`config.mk`:
```
export PLATFORM = sky130hd
export DESIGN_NAME = mult_arbiter
export DESIGN_NICKNAME = d
export VERILOG_FILES = /design/src/rtl/mult_arb_pkg.sv /design/src/rtl/mult_arbiter_pipe.sv /design/src/rtl/mult_arbiter.sv
export SDC_FILE = /design/constraint.sdc
export NUM_CORES = 1
export LEC_CHECK = 0
export BUFFER_PORTS_ARGS = -buffer_cell sky130_fd_sc_hd__buf_2
export CAP_MARGIN = 20
export CORE_ASPECT_RATIO = 2
export CORE_MARGIN = 2
export CORE_UTILIZATION = 60
export DETAILED_ROUTE_END_ITERATION = 7
export PLACE_DENSITY_LB_ADDON = 0.12
export SYNTH_ARGS = -nofsm -noshare
export SYNTH_HDL_FRONTEND = slang
export SYNTH_HIERARCHICAL = 1
export SYNTH_SLANG_ARGS = --single-unit
```
`constraint.sdc`:
```
create_clock -name clk -period 22.3 [get_ports clk]
set_clock_uncertainty 0.05 [all_clocks]
set_input_delay 1.115 -clock clk [delete_from_list [all_inputs] [get_ports clk]]
set_output_delay 1.115 -clock clk [all_outputs]
set_load 0.05 [all_outputs]
```
`src/rtl/mult_arb_pkg.sv`:
```
// Shared constants, FSM state and tag types for the shared-multiplier arbiter.
// Optional build macro MULT_ARB_PRIO0_EN gives requester 0 strict priority.
package mult_arb_pkg;

   localparam int DEF_NREQ = 4;
   localparam int DEF_W    = 15;
   localparam int DEF_LAT  = 3;
   localparam int IDX_W    = 3;   // wide enough for up to 8 requesters

   typedef enum logic [1:0] {
      IDLE  = 2'd0,
      BUSY  = 2'd1,
      DRAIN = 2'd2
   } state_t;

   typedef struct packed {
      logic             valid;
      logic [IDX_W-1:0] idx;
   } tag_t;

   // (base + off) mod n, valid while base < n and off < n
   function automatic logic [IDX_W-1:0] rr_wrap(input logic [IDX_W-1:0] base,
                                                input int unsigned      off,
                                                input int unsigned      n);
      logic [IDX_W:0] s;
      s = {1'b0, base} + (IDX_W+1)'(off);
      if (s >= (IDX_W+1)'(n)) s = s - (IDX_W+1)'(n);
      return s[IDX_W-1:0];
   endfunction

endpackage

```
`src/rtl/mult_arbiter_pipe.sv`:
```
// LAT-stage registered unsigned W x W multiplier; en gates operand capture only,
// the later stages always advance so latency stays fixed.
module mult_pipe #(
   parameter int W   = 15,
   parameter int LAT = 3
) (
   input  logic           clk,
   input  logic           en,
   input  logic [W-1:0]   a,
   input  logic [W-1:0]   b,
   output logic [2*W-1:0] p
);

   logic [2*W-1:0] stg [LAT];

   always_ff @(posedge clk) begin
      if (en) stg[0] <= (2*W)'(a) * (2*W)'(b);
      for (int k = 1; k < LAT; k++) stg[k] <= stg[k-1];
   end

   assign p = stg[LAT-1];

endmodule

```
`src/rtl/mult_arbiter.sv`:
```
// Round-robin arbiter sharing one pipelined multiplier among NREQ requesters.
// Define MULT_ARB_PRIO0_EN to give requester 0 strict priority over the rest.
module mult_arbiter
   import mult_arb_pkg::*;
#(
   parameter int NREQ = DEF_NREQ,
   parameter int W    = DEF_W,
   parameter int LAT  = DEF_LAT
) (
   input  logic              clk,
   input  logic              rst,
   input  logic [NREQ-1:0]   req_valid,
   output logic [NREQ-1:0]   req_ready,
   input  logic [NREQ*W-1:0] req_a,
   input  logic [NREQ*W-1:0] req_b,
   input  logic              flush,
   output logic [NREQ-1:0]   rsp_valid,
   output logic [2*W-1:0]    rsp_data,
   output logic              busy
);

   localparam int CW = $clog2(LAT + 1);

   state_t           state, state_nxt;
   logic [IDX_W-1:0] ptr, gnt_idx;
   logic             gnt_found, accept_en, xfer, retire, ptr_upd;
   logic [CW-1:0]    cnt, cnt_nxt;
   logic [NREQ-1:0]  rot, rsp_valid_nxt;
   logic [W-1:0]     a_sel, b_sel;
   logic [2*W-1:0]   prod;
   tag_t             tag_q [LAT];

   // rotate so bit 0 is the requester at the pointer, then take the first set bit
   always_comb begin
      rot       = NREQ'({req_valid, req_valid} >> ptr);
      gnt_found = 1'b0;
      gnt_idx   = '0;
`ifdef MULT_ARB_PRIO0_EN
      if (req_valid[0]) gnt_found = 1'b1;
`endif
      for (int k = 0; k < NREQ; k++) begin
         if (!gnt_found && rot[k]) begin
            gnt_found = 1'b1;
            gnt_idx   = rr_wrap(ptr, k, NREQ);
         end
      end
   end

   always_comb begin
      req_ready = '0;
      a_sel     = '0;
      b_sel     = '0;
      for (int k = 0; k < NREQ; k++) begin
         if (gnt_idx == IDX_W'(k)) begin
            req_ready[k] = accept_en && gnt_found;
            a_sel        = req_a[k*W +: W];
            b_sel        = req_b[k*W +: W];
         end
      end
   end

   assign xfer   = accept_en && gnt_found;
   assign retire = tag_q[LAT-1].valid;

`ifdef MULT_ARB_PRIO0_EN
   assign ptr_upd = xfer && (gnt_idx != '0);
`else
   assign ptr_upd = xfer;
`endif

   always_comb begin
      cnt_nxt = cnt;
      if (xfer && !retire)      cnt_nxt = cnt + 1'b1;
      else if (!xfer && retire) cnt_nxt = cnt - 1'b1;
   end

   always_comb begin
      rsp_valid_nxt = '0;
      for (int k = 0; k < NREQ; k++)
         rsp_valid_nxt[k] = retire && (tag_q[LAT-1].idx == IDX_W'(k));
   end

   // FSM: state register
   always_ff @(posedge clk) begin
      if (rst) state <= IDLE;
      else     state <= state_nxt;
   end

   // FSM: next state; leaving BUSY/DRAIN waits for the registered count to hit zero
   always_comb begin
      state_nxt = state;
      case (state)
         IDLE: begin
            if (flush && cnt_nxt != '0) state_nxt = DRAIN;
            else if (xfer)              state_nxt = BUSY;
         end
         BUSY: begin
            if (flush && cnt_nxt != '0)    state_nxt = DRAIN;
            else if (cnt == '0 && !xfer)   state_nxt = IDLE;
         end
         DRAIN: begin
            if (cnt == '0) state_nxt = IDLE;
         end
         default: state_nxt = IDLE;
      endcase
   end

   // FSM: outputs
   always_comb begin
      busy      = (state != IDLE);
      accept_en = (state != DRAIN) && !flush;
   end

   always_ff @(posedge clk) begin
      if (rst) begin
         ptr       <= '0;
         cnt       <= '0;
         rsp_valid <= '0;
         rsp_data  <= '0;
         for (int k = 0; k < LAT; k++) tag_q[k] <= '0;
      end else begin
         if (ptr_upd) ptr <= rr_wrap(gnt_idx, 1, NREQ);
         cnt       <= cnt_nxt;
         tag_q[0]  <= tag_t'{valid: xfer, idx: gnt_idx};
         for (int k = 1; k < LAT; k++) tag_q[k] <= tag_q[k-1];
         rsp_valid <= rsp_valid_nxt;
         rsp_data  <= retire ? prod : '0;
      end
   end

   mult_pipe #(.W(W), .LAT(LAT)) u_mult (
      .clk (clk),
      .en  (xfer),
      .a   (a_sel),
      .b   (b_sel),
      .p   (prod)
   );

endmodule

```
After elaboration in Yosys (flattened, before gate mapping). Memories as Yosys holds them, arrays and structs flattened. A register that Yosys moved wholly into a read port is not among the register bits. Cells that the tools add are included.

Shift-type cells: 1. Equal/unequal tests: 12. Multipliers: 1. Reduce and logical (&&, ||, !) cells: 27. Muxes and demuxes: 41. Order comparisons: 5. Bitwise gates (word level): 4. Add/subtract/negate cells: 11.

Operators by type and width (number): 15-bit 2-to-1 mux (8); 15-bit by 15-bit multiplier with 30-bit output (1); 3-bit 2-to-1 mux (9); 4-bit by 3-bit greater-or-equal comparator with 1-bit output, second input constant (4); 3-bit subtractor, second input constant (5); 2-bit 2-to-1 mux (7); 1-bit logical AND (13); 1-bit 2-to-1 mux (13); 3-bit by 2-bit equality test with 1-bit output, second input constant (4); 4-bit 2-to-1 mux (3); 3-bit by 1-bit adder with 4-bit output, second input constant (2); 3-bit by 2-bit adder with 4-bit output, second input constant (2); 8-bit by 3-bit right shift with 4-bit output (1); 3-bit by 1-bit equality test with 1-bit output, second input constant (2); 1-bit logical NOT (6); 3-bit logical NOT (2); 3-bit inequality test, second input constant (2); 2-bit case mux with 3 select lines (1); 2-bit logical NOT (2); 2-bit inequality test, second input constant (2); 2-bit nonzero test (2); 3-bit greater-or-equal comparator, second input constant (1); 1-bit bitwise OR (3); 3-bit AND reduction (1); 6 further kinds (6).

Bits of input ports: 127. Bits in registers: 11. Memories kept: 2. RAM bits: 102. Word-level logic and storage cells: 108. Output and inout bits: 39.

Memories: u_mult.stg (depth 3, width 30, read ports 3, clocked after Yosys merged registers in 1, write ports 3, line mult_arbiter_pipe.sv:14) `logic [2*W-1:0] stg [LAT];`; tag_q (depth 3, width 4, read ports 3, clocked after Yosys merged registers in 0, write ports 3, line mult_arbiter.sv:31) `tag_t tag_q [LAT];`.

Longest topological paths before layout. Gate-level depths: netlist of run 1.

Depth after elaboration: 20. Mapped depth: 36. Depth with buffers taken out: 33.

Cells and area by module. The synthesis of run 1 kept the hierarchy.

Modules (own cells, without submodules): mult_pipe (times used 1, area an instance 9924.5 um2, cells an instance 995, seq. area each 2102.0 um2); mult_arbiter (times used 1, area an instance 2877.8 um2, cells an instance 371, seq. area each 1061.0 um2).

Worst setup path before layout of run 1. No wires, ideal clock.

Kind: input -> register. From: input port req_valid[3]. To: memory u_mult/stg[0][28] (netlist name), data pin. Buffers on the path: 2. Arrival: 8.344 ns. Slack: 13.647 ns. Cell stages on the path: 30. Library setup time: 0.259 ns. Required time: 21.991 ns. Path through: nor2b_1 > a311oi_1 > a2111oi_1 > nor4_2 > ha_1 > nor2b_1 > clkbuf_1 > a22oi_1 > nor2_1 > a21oi_1 > o21ai_0 > clkbuf_1 > nand2_1 > fa_1 > fa_1 > fa_1 > inv_1 > fa_1 > fa_1 > inv_1 > fa_1 > inv_1 > ha_1 > a211o_1 > a21oi_1 > o21ai_1 > a21o_1 > a21o_1 > a21bo_1 > xor2_1.

RTL lines: start, declared (line mult_arbiter.sv:12) `input logic [NREQ-1:0] req_valid,`; end, declared (line mult_arbiter_pipe.sv:14).

==> results of run 1 <==
path summary, 6_finish.rpt:
check | from | to | slack, ns | cells after the start
max | ptr[0] | u_mult/stg[0][23] | 12.79 | 36
min | u_mult/stg[0][30] | u_mult/stg[0][60] | 0.27 | 0
max reg2reg | ptr[0] | u_mult/stg[0][23] | 12.79 | 36
min reg2reg | u_mult/stg[0][30] | u_mult/stg[0][60] | 0.27 | 0
layout by cell type (no fill, tap or decap), types with 10 or more instances in the layout:
master / instances
dfxtp_1: 113
inv_1: 210
and2_1: 141
buf_2: 165
a22oi_1: 30
o21ai_1: 10
fa_1: 167
o21ai_0: 35
a21o_1: 18
and3_1: 40
ha_1: 99
a21oi_1: 57
xor2_1: 12
xnor2_1: 13
nand2_1: 135
edfxtp_1: 30
buf_4: 33
clkbuf_16: 25
nor2_1: 54
per-stage QoR:
stage	cells	instance area [µm²]
after global placement	1740	13740
after global routing	1773	14430
after detailed placement	1740	13740
final	1773	14430
after floorplan	1366	12800
after CTS	1773	14430
routing by layer:
layer  track usage [%]  share of wire [%]
met5                 0                  0
met4             13.75                4.3
met3             2.443                4.5
met2             51.66                 56
met1             28.93                 35
Yosys cell counts (4+ instances only):
master    instances
inv_1           210
fa_1            167
and2_1          141
nand2_1         135
dfxtp_1         113
ha_1            101
clkbuf_1         58
a21oi_1          57
nor2_1           55
o21ai_0          44
and3_1           40
a22oi_1          30
buf_4            30
edfxtp_1         30
a21o_1           18
xnor2_1          13
xor2_1           12
nor2b_1          10
nor3_1            8
nand3_1           7
a31oi_1           6
o21a_1            4
area by class of cell:
cell class                      count  area (µm²)  area share, %
Multi-Input combinational cell    920        8376          58.06
Sequential cell                   143        3163          21.93
Timing Repair Buffer              198        1074          7.442
Inverter                          210       788.3          5.464
Clock buffer                       31       678.2          4.701
Tap cell                          269       336.6          2.333
Clock inverter                      2       10.01        0.06939
flip-flops by register name, indices dropped and copies added (netlist names):
name        count
u_mult/stg     90
rsp_valid       4
rsp_data       30
tag_q          12
state           2
ptr             3
cnt             2
kinds of logic after synthesis:
kind of cell	after synthesis	share of synthesized area, %
AND/OR/NAND/NOR	423	17.21
AO/OA/AOI/OAI	200	10.21
multiplexers	2	0.1661
buffers and inverters	303	9.949
other	2	0.05866
XOR/XNOR	25	1.710
adder cells (fa/ha/maj)	268	35.99
flip-flops	143	24.71
==> results.py, run 1 <==
metrics = {
    "outcome": {
        "status": "complete, no violations",
    },
    "drt": {
        "routed-via-count": 9708,
        "detailed_route_wire_length_um": 29070,
        "drt_iter0_drc": 405,
        "wl_per_cell_um": 16.39,
        "drt-vias-per-instance": 5.475,
        "post-route-drc-count": 0,
        "drt.antenna.violating_nets": 0,
        "drt_pass1_iterations": 5,
    },
    "clock_tree": {
        "cts_max_level": 4,
        "postCtsSetupRepairBufs": 0,
        "cts.path.max_buffers": 3,
        "cts_buffers": 25,
        "number_of_hold_buffers_added_after_cts": 0,
        "cts.sink_count": 143,
        "worst_setup_hold_path_clk_slew_ns": 0.05,
        "clock-root-buffer": "clkbuf_16",
        "cts_tree": "yes",
        "cts_repair_resize_count": 0,
        "clkLatencyLatePin_ns": 0.46,
    },
    "final_layout": {
        "n_antenna_cell": 0,
        "fill_cells": 1697,
        "final_nets": 1893,
        "drive_gt1_share_pct": 16.62,
        "areaGrowthSynthToFinish_pct": 12.68,
        "post-route-util_pct": 68.93,
    },
    "critical_path": {
        "cp_num_buf_inv": 10,
        "critical_path_class": "reg2reg",
        "cpPeakStageDelay_ns": 0.64,
        "critical_path.most_common_cell": "inv_1",
        "cp_max_fo": 32,
        "timing.critical_path.max_delay_family": "adder cells",
        "worst_ep_arrival_time_ns": 9.66,
        "data_required_time_at_the_worst_endpoint_ns": 22.45,
        "critical_path_end_type": "flop",
        "nature_of_the_critical_path_startpoint": "flop",
        "critical-path-slowest-cell": "dfxtp_1",
    },
    "yosys": {
        "synth.ff_latch_count": 143,
        "post_synth_edffs": 30,
        "synth_top_cell_by_area": "fa_1",
        "syn_nets": 1761,
        "synth-async-reset-ratio_pct": 0,
        "synth_area_um2": 12800,
        "synth-main-ff-cell": "dfxtp_1",
        "ys_seq_area_share_pct": 24.71,
        "synth_area_leaders": "fa_1 (26%), dfxtp_1 (18%), ha_1 (9.9%)",
        "synthesis.yosys.warnings": 6,
        "synth_top_area_share_pct": 26.11,
        "post_synth_inst_count": 1366,
        "count_of_unique_library_cells_instantiated_by_yosys": 76,
        "syn-mean-instance-area_um2": 9.372,
    },
    "flow_run": {
        "cap_viol_max_count": 0,
    },
    "timing": {
        "final_min_period_over_clock_period_pct": 42.64,
        "slew_headroom_pct": 28.07,
        "post-route-worst-setup-slack_ns": 12.79,
        "timing.final.crit_period_ns": 9.509,
        "finalHoldWorstSlack_ns": 0.2663,
        "worst_slew_pin_slew_ns": 1.072,
        "max_clock_freq_mhz": 105.2,
        "slew_violations": 0,
        "hold_viol": 0,
        "totalNegativeSetupSlack_ns": 0,
        "final-setup-viol-count": 0,
        "grt_setup_unrepaired": "false",
    },
    "global_routing": {
        "grt_overflow_total": 0,
        "grt.total_usage_pct": 27.11,
        "via_count_of_the_first_global_routing_pass": 10260,
        "grt_antenna_before_repair": 0,
        "grt_pass1_wl_um": 48100,
        "grt_max_degree": 62,
    },
    "floorplanning": {
        "die_x_um": 107.3,
        "initial_utilization_pct": 61.18,
        "design.die.area_um2": 22590,
        "die-height_um": 210.6,
        "coreArea_um2": 20930,
        "floorplan.io_pins": 166,
        "row_count": 75,
    },
    "hold_path": {
        "worst_hold_path_type": "reg2reg",
    },
    "placed_design": {
        "detailed_place_hpwl_um": 23110,
        "pre_cts_ws_ns": 12.48,
        "port_buffers": 165,
        "routabilityCongestion": 0.9038,
    },
}
Power of run 1 is left out: the tool's default activity adds up to more than one toggle a clock period on the data nets, which glitch-free logic cannot reach.
==> inputs of run 2 (changes only) <==
- clock period: 22.3 -> 9 ns (I/O delays scaled with it)
==> run 2 against run 1 <==
Against the previous run:
- cell area is 1.6% higher
- hold slack worse by 0.0010 ns
- via count is 0.72% lower
- die area stayed put
- critical endpoint is now u_mult/stg[0][29]
- highest routed layer unchanged
==> results.py, run 2 (synthesis gave the netlist of run 1 again) <==
metrics = {
    "clock_tree": {
        "cts_buffers": 25,
        "clkLatencyLatePin_ns": 0.46,
        "number_of_hold_buffers_added_after_cts": 0,
        "cts.path.max_buffers": 3,
        "cts.sink_count": 143,
        "cts_tree": "yes",
        "cts_max_level": 4,
        "worst_setup_hold_path_clk_slew_ns": 0.06,
        "postCtsSetupRepairBufs": 0,
        "clock-root-buffer": "clkbuf_16",
        "cts_repair_resize_count": 0,
    },
    "drt": {
        "wl_per_cell_um": 15.82,
        "drt_iter0_drc": 347,
        "drt-vias-per-instance": 5.381,
        "detailed_route_wire_length_um": 28340,
        "drt.antenna.violating_nets": 0,
        "routed-via-count": 9638,
        "drt_pass1_iterations": 7,
        "post-route-drc-count": 0,
    },
    "placed_design": {
        "port_buffers": 165,
        "pre_cts_ws_ns": 0.1672,
        "detailed_place_hpwl_um": 23660,
        "routabilityCongestion": 0.9708,
        "post-place-cells": 1758,
    },
    "floorplanning": {
        "design.die.area_um2": 22590,
        "die_x_um": 107.3,
        "initial_utilization_pct": 61.18,
        "floorplan.io_pins": 166,
        "row_count": 75,
        "coreArea_um2": 20930,
        "die-height_um": 210.6,
    },
    "outcome": {
        "status": "complete, no violations",
    },
    "global_routing": {
        "grt_max_degree": 42,
        "grt_antenna_before_repair": 0,
        "grt_overflow_total": 0,
        "grt_pass1_wl_um": 46940,
        "grt.total_usage_pct": 26.17,
        "via_count_of_the_first_global_routing_pass": 10050,
    },
    "critical_path": {
        "nature_of_the_critical_path_startpoint": "flop",
        "cp_num_buf_inv": 7,
        "data_required_time_at_the_worst_endpoint_ns": 9.14,
        "cp_max_fo": 38,
        "critical_path_end_type": "flop",
        "critical_path.most_common_cell": "fa_1",
        "critical-path-slowest-cell": "fa_1",
        "worst_ep_arrival_time_ns": 8.51,
        "critical_path_class": "reg2reg",
        "cpPeakStageDelay_ns": 0.55,
        "timing.critical_path.max_delay_family": "adder cells",
    },
    "final_layout": {
        "top_register": "u_mult/stg",
        "fill_cells": 1681,
        "final_nets": 1911,
        "largestRegisters": "u_mult/stg x90, rsp_data x30, tag_q x12",
        "n_antenna_cell": 0,
        "drive_gt1_share_pct": 17.81,
        "areaGrowthSynthToFinish_pct": 14.42,
        "largest_reg_flops": 90,
        "final-instance-count-excl-fill": 1791,
        "final_cell_mix": "inv_1 (210), fa_1 (167), buf_2 (165)",
        "final_common_cell": "inv_1",
    },
    "timing": {
        "slew_violations": 0,
        "max_clock_freq_mhz": 119.5,
        "timing.final.crit_period_ns": 8.368,
        "totalNegativeSetupSlack_ns": 0,
        "hold_viol": 0,
        "final_min_period_over_clock_period_pct": 92.97,
        "finalHoldWorstSlack_ns": 0.2653,
        "post-route-worst-setup-slack_ns": 0.6323,
        "grt_setup_unrepaired": "false",
        "slew_headroom_pct": 36.18,
        "worst_slew_pin_slew_ns": 0.9560,
        "final-setup-viol-count": 0,
    },
    "flow_run": {
        "cap_viol_max_count": 0,
    },
    "hold_path": {
        "worst_hold_path_type": "reg2reg",
    },
}
==> run 2: changes by cell type in the layout (fill, tap and decap cells not counted), moves of 2 or more <==
cell     previous run  this run
o21ai_1            10         4
buf_4              33        46
ha_2                2         0
ha_4                0         2
o21ai_0            35        41
dfxtp_1           113       111
buf_12              0         4
==> run 2: cell type report <==
| class | count | area (µm²) | area share [%] |
|---|---|---|---|
| Clock buffer | 30 | 674.4 | 4.604 |
| Clock inverter | 3 | 15.01 | 0.1025 |
| Inverter | 210 | 788.3 | 5.381 |
| Multi-Input combinational cell | 920 | 8404 | 57.37 |
| Sequential cell | 143 | 3168 | 21.63 |
| Tap cell | 269 | 336.6 | 2.298 |
| Timing Repair Buffer | 216 | 1262 | 8.618 |
==> run 2: path summary, 6_finish.rpt <==
kind,start,endpoint,slack [ns],cells past startpoint
hold / removal,u_mult/stg[0][40],u_mult/stg[0][70],0.27,0
hold reg to reg,u_mult/stg[0][40],u_mult/stg[0][70],0.27,0
setup reg to reg,ptr[0],u_mult/stg[0][29],0.63,30
setup / recovery,ptr[0],u_mult/stg[0][29],0.63,30
==> run 2: metal layers <==
layer  GRT usage (%)  share of wire, %  up-vias
met5               0                 0        -
met4           10.70               3.2        0
met3           2.505               3.7       63
met2           49.91                57      272
met1           28.98                36     4698
li1                -                 -     4605
==> run 2: stage by stage <==
step	area [µm²]	utilization (%)
4_1_cts	14610	69.82
3_3_place_gp	13920	66.53
3_5_place_dp	13920	66.53
5_1_grt	14650	70.00
6_report	14650	70.00
2_1_floorplan	12800	-
Power of run 2 is left out for the same reason.
==> inputs of run 3 (changes only) <==
- CORE_ASPECT_RATIO: 2 -> 0.7
- CTS_BUF_LIST: unset -> sky130_fd_sc_hd__clkbuf_8
==> run 3 against run 2 <==
Against the previous run:
- setup slack worse by 0.24 ns
- critical path depth is 4 higher
- cell area is 2.6% lower
- highest routed layer unchanged
- critical path type unchanged
- non-clock buffer count is 7 lower
- fmax is 2.8% lower
- final cell count hardly changed
- hold slack better by 0.0090 ns
- via count is 1.0% lower
==> results.py, run 3 (synthesis gave the netlist of run 1 again) <==
metrics = {
    "final_layout": {
        "largestRegisters": "u_mult/stg x90, rsp_data x30, tag_q x12",
        "drive_gt1_share_pct": 17.31,
        "final_common_cell": "inv_1",
        "seq_area_um2": 3168,
        "areaGrowthSynthToFinish_pct": 11.50,
        "fill_cells": 1669,
        "largest_reg_flops": 90,
        "multi_input_gate_area_in_the_final_layout_um2": 8411,
        "top_register": "u_mult/stg",
        "postLayoutCellArea_um2": 14270,
        "final_cell_mix": "inv_1 (212), fa_1 (167), buf_2 (165)",
        "final_nets": 1896,
        "n_antenna_cell": 0,
    },
    "timing": {
        "grt_setup_unrepaired": "false",
        "max_clock_freq_mhz": 116.2,
        "hold_viol": 0,
        "slew_headroom_pct": 30.15,
        "timing.final.crit_period_ns": 8.609,
        "final_min_period_over_clock_period_pct": 95.65,
        "slew_violations": 0,
        "final-setup-viol-count": 0,
        "worst_slew_pin_slew_ns": 1.046,
    },
    "placed_design": {
        "detailed_place_hpwl_um": 21070,
        "post_dp_cell_area_um2": 13870,
        "port_buffers": 165,
        "routabilityCongestion": 0.8796,
    },
    "clock_tree": {
        "cts_buffers": 17,
        "worst_setup_hold_path_clk_slew_ns": 0.08,
        "cts_max_level": 4,
        "cts.path.max_buffers": 2,
        "clkLatencyLatePin_ns": 0.44,
        "clock-root-buffer": "clkbuf_8",
        "cts.sink_count": 143,
        "cts_tree": "yes",
    },
    "global_routing": {
        "grt_max_degree": 43,
        "grt_pass1_wl_um": 43980,
        "grt_overflow_total": 0,
        "grt_antenna_before_repair": 0,
        "grt.total_usage_pct": 24.37,
        "via_count_of_the_first_global_routing_pass": 9349,
    },
    "drt": {
        "drt-vias-per-instance": 5.330,
        "wl_per_cell_um": 14.79,
        "drt_iter0_drc": 540,
        "post-route-drc-count": 0,
        "drt_pass1_iterations": 5,
        "detailed_route_wire_length_um": 26480,
        "drt.antenna.violating_nets": 0,
        "routed-via-count": 9540,
    },
    "critical_path": {
        "nature_of_the_critical_path_startpoint": "flop",
        "cpPeakStageDelay_ns": 0.53,
        "worst_ep_arrival_time_ns": 8.74,
        "critical-path-slowest-cell": "fa_1",
        "data_required_time_at_the_worst_endpoint_ns": 9.13,
        "critical_path_end_type": "flop",
        "critical_path_class": "reg2reg",
        "critical_path.most_common_cell": "inv_1",
        "cp_max_fo": 30,
    },
    "floorplanning": {
        "initial_utilization_pct": 61.52,
        "row_count": 44,
        "floorplan.io_pins": 166,
        "die_x_um": 178.6,
        "design.die.area_um2": 22540,
        "die-height_um": 126.2,
        "coreArea_um2": 20810,
    },
    "hold_path": {
        "worst_hold_path_type": "reg2reg",
    },
    "outcome": {
        "status": "complete, no violations",
    },
    "flow_run": {
        "cap_viol_max_count": 0,
    },
}
-- run 3: cell types whose count changed in the layout (fill, tap and decap cells not counted), sizes merged --
cell / change
clkbuf: -13
buf: -7
clkinvlp: +5
inv: +4
clkinv: +2
bufinv: +1
-- run 3: per-layer routing --
| layer | vias to the layer above | track usage [%] | routed length [µm] |
|---|---|---|---|
| met5 | - | 0 | 0 |
| met1 | 4657 | 33.47 | 11700 |
| met4 | 0 | 6.791 | 343 |
| met3 | 28 | 4.710 | 1561 |
| li1 | 4589 | - | - |
| met2 | 266 | 39.59 | 12870 |
-- run 3: worst paths after layout --
| path | start | to | slack, ns | depth (start not counted) |
|---|---|---|---|---|
| worst max-delay path | ptr[0] | u_mult/stg[0][22] | 0.39 | 34 |
| worst min-delay path | u_mult/stg[0][38] | u_mult/stg[0][68] | 0.27 | 0 |
| worst max register to register | ptr[0] | u_mult/stg[0][22] | 0.39 | 34 |
| worst min register to register | u_mult/stg[0][38] | u_mult/stg[0][68] | 0.27 | 0 |
-- run 3: layout make-up --
class                           count  share of cell area [%]
Timing Repair Buffer              209                   8.450
Multi-Input combinational cell    920                   58.92
Clock buffer                       17                   1.639
Sequential cell                   143                   22.19
Tap cell                          276                   2.419
Inverter                          210                   5.522
Clock inverter                     15                  0.8590
-- run 3: metrics by stage --
| stage | utilization [%] | instances | worst slack, ns | hold slack, ns | TNS (ns) |
|---|---|---|---|---|---|
| after global placement | 66.65 | 1757 | 0.2820 | 0.2614 | 0 |
| after CTS | 68.37 | 1789 | 0.04386 | 0.2766 | 0 |
| after detailed placement | 66.65 | 1757 | -0.003679 | 0.2621 | -0.003679 |
| after global routing | 68.60 | 1790 | 0.03729 | 0.2788 | 0 |
| final | 68.60 | 1790 | 0.3911 | 0.2743 | 0 |
| after floorplan | - | 1366 | 0.8151 | 0.2596 | 0 |
-- run 3: worst max-delay path, delay by kind of cell, from the launching register on --
kind	cells	cell delay, ns
simple gates	6	1.09
flops	1	0.45
xor+xnor	1	0.14
fa+ha+maj	10	4.28
compound gates	7	1.37
buf+inv	10	0.97
-- run 3: repair_timing --
action	4_1_cts	5_1_grt
gates resized for setup	2	9
endpoints found under the setup margin	1	15
buffers inserted	0	1
hold buffers	0	0
gates cloned	0	0
pin swaps	0	2
Power of run 3 is left out for the same reason.
